<file path="src/rtl/rf_pkg.sv">
// Shared defaults and register-index type for the scoreboarded register file.
package rf_pkg;

    localparam int unsigned DEFAULT_DATA_W = 32;
    localparam int unsigned DEFAULT_ADDR_W = 5;

    typedef logic [DEFAULT_ADDR_W-1:0] reg_idx_t;

endpackage

</file>
<file path="src/rtl/rf_scoreboard.sv">
// Per-register busy bits with reserve/write priority and sticky double-reservation flag.
module rf_scoreboard
    import rf_pkg::*;
#(
    parameter int unsigned ADDR_W   = DEFAULT_ADDR_W,
    parameter bit          ZERO_REG = 1'b1
) (
    input  logic                 clk,
    input  logic                 rst_n,
    input  logic                 wr_en_i,
    input  logic [ADDR_W-1:0]    wr_addr_i,
    input  logic                 rsv_en_i,
    input  logic [ADDR_W-1:0]    rsv_addr_i,
    output logic [2**ADDR_W-1:0] busy_o,
    output logic                 err_dbl_rsv_o
);

    logic [2**ADDR_W-1:0] busy_q, busy_d;
    logic                 err_q, err_d;
    logic                 wr_ok, rsv_ok;

    always_comb begin
        wr_ok  = wr_en_i  && !(ZERO_REG && (wr_addr_i  == '0));
        rsv_ok = rsv_en_i && !(ZERO_REG && (rsv_addr_i == '0));
        busy_d = busy_q;
        // Clear before set so a same-cycle reservation of the written register wins.
        if (wr_ok)  busy_d[wr_addr_i]  = 1'b0;
        if (rsv_ok) busy_d[rsv_addr_i] = 1'b1;
        err_d = err_q | (rsv_ok && busy_q[rsv_addr_i] &&
                         !(wr_ok && (wr_addr_i == rsv_addr_i)));
    end

    always_ff @(posedge clk or negedge rst_n) begin
        if (!rst_n) begin
            busy_q <= '0;
            err_q  <= 1'b0;
        end else begin
            busy_q <= busy_d;
            err_q  <= err_d;
        end
    end

    assign busy_o        = busy_q;
    assign err_dbl_rsv_o = err_q;

endmodule

</file>
<file path="src/rtl/reg_file_sb.sv">
// Two-read/one-write register file with reservation scoreboard.
// Define RF_BYPASS_EN to forward same-cycle write data/busy to the read ports.
module reg_file_sb
    import rf_pkg::*;
#(
    parameter int unsigned DATA_W   = DEFAULT_DATA_W,
    parameter int unsigned ADDR_W   = DEFAULT_ADDR_W,
    parameter bit          ZERO_REG = 1'b1
) (
    input  logic              clk,
    input  logic              rst_n,
    input  logic [ADDR_W-1:0] rd_addr_a,
    input  logic [ADDR_W-1:0] rd_addr_b,
    output logic [DATA_W-1:0] rd_data_a,
    output logic [DATA_W-1:0] rd_data_b,
    output logic              rd_busy_a,
    output logic              rd_busy_b,
    input  logic              wr_en,
    input  logic [ADDR_W-1:0] wr_addr,
    input  logic [DATA_W-1:0] wr_data,
    input  logic              rsv_en,
    input  logic [ADDR_W-1:0] rsv_addr,
    output logic              err_dbl_rsv
);

    localparam int unsigned DEPTH = 2**ADDR_W;

    logic [DATA_W-1:0] rf_q [DEPTH];
    logic [DEPTH-1:0]  busy;
    logic              wr_ok;

    assign wr_ok = wr_en && !(ZERO_REG && (wr_addr == '0));

    rf_scoreboard #(
        .ADDR_W   (ADDR_W),
        .ZERO_REG (ZERO_REG)
    ) u_sb (
        .clk           (clk),
        .rst_n         (rst_n),
        .wr_en_i       (wr_en),
        .wr_addr_i     (wr_addr),
        .rsv_en_i      (rsv_en),
        .rsv_addr_i    (rsv_addr),
        .busy_o        (busy),
        .err_dbl_rsv_o (err_dbl_rsv)
    );

    always_ff @(posedge clk or negedge rst_n) begin
        if (!rst_n) begin
            for (int unsigned i = 0; i < DEPTH; i++) rf_q[i] <= '0;
        end else if (wr_ok) begin
            rf_q[wr_addr] <= wr_data;
        end
    end

    always_comb begin
        rd_data_a = rf_q[rd_addr_a];
        rd_busy_a = busy[rd_addr_a];
        rd_data_b = rf_q[rd_addr_b];
        rd_busy_b = busy[rd_addr_b];
`ifdef RF_BYPASS_EN
        if (wr_ok && (rd_addr_a == wr_addr)) begin
            rd_data_a = wr_data;
            rd_busy_a = rsv_en && (rsv_addr == wr_addr);
        end
        if (wr_ok && (rd_addr_b == wr_addr)) begin
            rd_data_b = wr_data;
            rd_busy_b = rsv_en && (rsv_addr == wr_addr);
        end
`endif
        if (ZERO_REG && (rd_addr_a == '0)) begin
            rd_data_a = '0;
            rd_busy_a = 1'b0;
        end
        if (ZERO_REG && (rd_addr_b == '0)) begin
            rd_data_b = '0;
            rd_busy_b = 1'b0;
        end
    end

endmodule

</file>
<file path="config.mk">
export PLATFORM = sky130hd
export DESIGN_NAME = reg_file_sb
export DESIGN_NICKNAME = d
export VERILOG_FILES = /design/src/rtl/rf_pkg.sv /design/src/rtl/rf_scoreboard.sv /design/src/rtl/reg_file_sb.sv
export SDC_FILE = /design/constraint.sdc
export NUM_CORES = 2
export LEC_CHECK = 0
export BUFFER_PORTS_ARGS = -buffer_cell sky130_fd_sc_hd__buf_2
export CORE_ASPECT_RATIO = 0.75
export CORE_MARGIN = 3
export CORE_UTILIZATION = 50
export CTS_CLUSTER_SIZE = 16
export DETAILED_ROUTE_END_ITERATION = 16
export GPL_ROUTABILITY_DRIVEN = 0
export GPL_TIMING_DRIVEN = 1
export HOLD_SLACK_MARGIN = 0.08
export PLACE_DENSITY = 0.68
export SLEW_MARGIN = 20
export SYNTH_ARGS = -nofsm -noshare
export SYNTH_HDL_FRONTEND = slang
export SYNTH_SLANG_ARGS = --single-unit
</file>
<file path="constraint.sdc">
create_clock -name clk -period 2.7 [get_ports clk]
set_clock_uncertainty 0.2 [all_clocks]
set_input_delay 0.54 -clock clk [delete_from_list [all_inputs] [get_ports clk]]
set_output_delay 0.54 -clock clk [all_outputs]
set_load 0.02 [all_outputs]
</file>
==> results by group <==
Finish
  • Filler cells: ~7600
  • Final Util: 62.7%
  • Syn-to-layout area delta: 23.5%
  • Commonest non-fill, non-tap cell in the layout: dfrtp_1
  • NumNets Final: just under 4000
  • Post-route cell area: 69000 sq um
  • Proportion of layout cells with a drive suffix above 1: roughly two thirds
  • Most frequent cells in the layout: dfrtp_1 (1057), mux2_2 (963), mux4_2 (535)

STA
  • Rel. slew slack: between 40% and 50%
  • Setup repair after global routing missed its margin: yes
  • Max-slew violations: 0
  • Final worst path period need: 3.20 ns
  • Period Utilization, post-route: 119%
  • Final Hold Vio Count: 0
  • Highest clock rate: about 310 MHz
  • Finish-stage setup viols: between 60 and 70
  • Worst hold margin: ~0.15 ns
  • Actual slew at the worst max-slew pin: 0.806 ns
  • Final worst setup slack: -0.503 ns

Global routing
  • Vias in the first global route: between 40000 and 50000
  • Pin count of the biggest net entering global routing: 98
  • GRT Residual Overflow: 0
  • First-pass GRT wire length: about 280000 um
  • GRT Overall Usage: between 30% and 40%
  • Initial antenna violation count: 17

Floorplanning
  • Core area: between 100000 and 150000 sq um
  • Die Y-Extent: slightly below 300 um
  • Initial core utilization: 50.8%
  • # rows: 105
  • Horiz. Die Dim: 392 um
  • Die Area: about 120000 sq um
  • I/O pins: between 100 and 150

Yosys
  • Mapped Avg Cell Area: 15.6 sq um
  • Synth cell types: between 40 and 50
  • Mapped Area: 55900 sq um
  • Seq/Total Area, Yosys: 47.3%
  • Top_reg_cell synth: dfrtp_1
  • Post-synth EDFFs: 0
  • FF+latch count, synth: around 1100
  • Syn. warnings: 0
  • Syn_nets: between 3000 and 4000
  • Gate Count Post-Synth: about 3600
  • Async S/R FF share, synth: 100%

CTS
  • TritonCTS clock tree: done
  • Clk root buf: clkbuf_16
  • Worst-skew pair later-pin latency: 0.70 ns
  • H-tree levels: 3
  • Clock Path Buffers: 3
  • Clk slew on worst S/H paths: 0.07 ns
  • Clock buffer count from CTS: 110
  • CTS sink cnt: around 1100

Route
  • Vias: 38300
  • Routed wire length: 192000 um
  • DRC Markers: 0
  • Initial DRC Count: ~4200
  • Post-DR vias/cell: 7.05
  • TritonRoute pass-1 iters: 5
  • Per-cell routed wire length: 35.3 um
  • Antenna viol nets, final: 0

Critical path
  • Crit path kind: register to primary output
  • CP arrival: 2.46 ns
  • Crit end category: primary output
  • Critical Path RT: approximately 2.0 ns
  • CP max FO: 3
  • Worst Setup Start Kind: register

Placement
  • Detail Placement HPWL: approximately 120000 um
  • Placed cell areas: between 60000 and 70000 sq um
  • Port bufs: ~120

Power
  • Worst vdd ir: 593 uV
  • PD cells: approximately 710 nW/um^2
  • Pleak: about 30 nW

Outcome
  • Failing checks: setup timing
  • Status: finished, violations left

Worst hold path
  • HP Class: primary input to register

Flow run
  • Max cap viols: 0
==> cell type report <==
cell class                 instances  area (sq um)  area share [%]
timing repair buffer             615          7470            10.8
multi-input combinational       2085         29400            42.6
inverter                           3          11.3          0.0163
tap                             1444          1810            2.62
antenna                           23          57.6          0.0834
clock inverter                    37           463           0.671
clock buffer                     167          3370            4.89
sequential                      1057         26500            38.3
==> sequential cells by signal, summed over array words and instances (netlist names) <==
signal	flops
rf_q	1024
u_sb.busy_o	32
u_sb.err_dbl_rsv_o	1
==> cell families after synthesis <==
group	share of synthesized area, %
DFF	47.3
buffers and inverters	3.66
AOI/OAI and AO/OA	4.88
and+or+nand+nor	1.11
xor gates and xnor gates	0.0627
muxes	43.0
==> power by group <==
group	leakage, nW	switching (mW)	total (mW)	internal [mW]
clock network	1.90	6.59	16.1	9.53
registers	13.5	2.43	21.3	18.9
logic	14.2	4.75	11.7	6.92
total	29.7	13.8	49.1	35.3
==> metal layers <==
metal  GRT usage, %  up-vias  routed length, um  share of wire [%]
met5           2.71        -                 34              0.018
met4           12.8        6               7590                4.0
met3           10.8      501              21100                 11
met2           49.6     2343              87000                 45
met1           45.7    20700              75900                 40
li1               -    14700                  -                  -
==> worst max-delay path: stages, from the launching register on <==
cell	delay, ns
dfrtp_1	0.40
mux4_2	0.50
mux2i_2	0.24
a211o_1	0.24
a31oi_2	0.06
buf_4	0.20
buf_6	0.13
==> path summary, 6_finish.rpt <==
check	to	slack (ns)	from	cells after the start
max	rd_data_b[8]	-0.50	rf_q[552]	6
min	u_sb.busy_o[24]	0.15	rsv_addr[4]	3
max reg2reg	u_sb.err_dbl_rsv_o	0.68	u_sb.busy_o[11]	5
min reg2reg	rf_q[1000]	0.19	rf_q[1000]	0
max in group asynchronous	rf_q[33]	1.17	rst_n	3
min in group asynchronous	rf_q[724]	0.19	rst_n	2
==> cells in the mapped netlist (4+ instances only) <==
library cell  count  area share [%]
nand2b_1          5           0.056
mux2i_1          69             1.2
buf_2           147             1.3
buf_6             9            0.18
a211o_1          66             1.0
nand3b_1          5           0.067
a31oi_1          67            0.75
a22o_1            9            0.14
xnor2_1           4           0.063
or3b_2            4           0.063
mux2_2          963              19
and3_1            5           0.056
dfrtp_1        1057              47
clkbuf_1        212             1.4
nor2b_1          11            0.12
buf_4            44            0.59
nand3_1           9           0.081
nand2_1          22            0.15
o22ai_1          67            0.75
a22oi_1         132             1.8
mux4_2          535              22
nor3_1            4           0.036
or3_1             4           0.045
o21ai_0          22            0.20
buf_1            16            0.11
mux2_4           29            0.78
o2bb2ai_1         9            0.14
nor2_1           22            0.15
==> stage by stage <==
stage	setup slack, ns	setup TNS [ns]	power (mW)	cells
floorplan	-0.0156	-0.613	28.5	3575
global placement	-0.539	-25.00	31.3	5103
detailed placement	-0.485	-24.97	32.1	5103
CTS	-0.476	-21.16	48.8	5379
global route	-0.501	-23.10	50.8	5422
finish	-0.503	-20.56	49.1	5431
==> repair_timing <==
action	CTS	global route
pin swaps	87	47
endpoints found under the hold margin	298	0
resized for setup	228	42
gates cloned	17	2
setup endpoints to repair	66	66
setup buffers	54	27
hold buffers	2	0
Note: power is estimated with default switching activity, not from simulation.
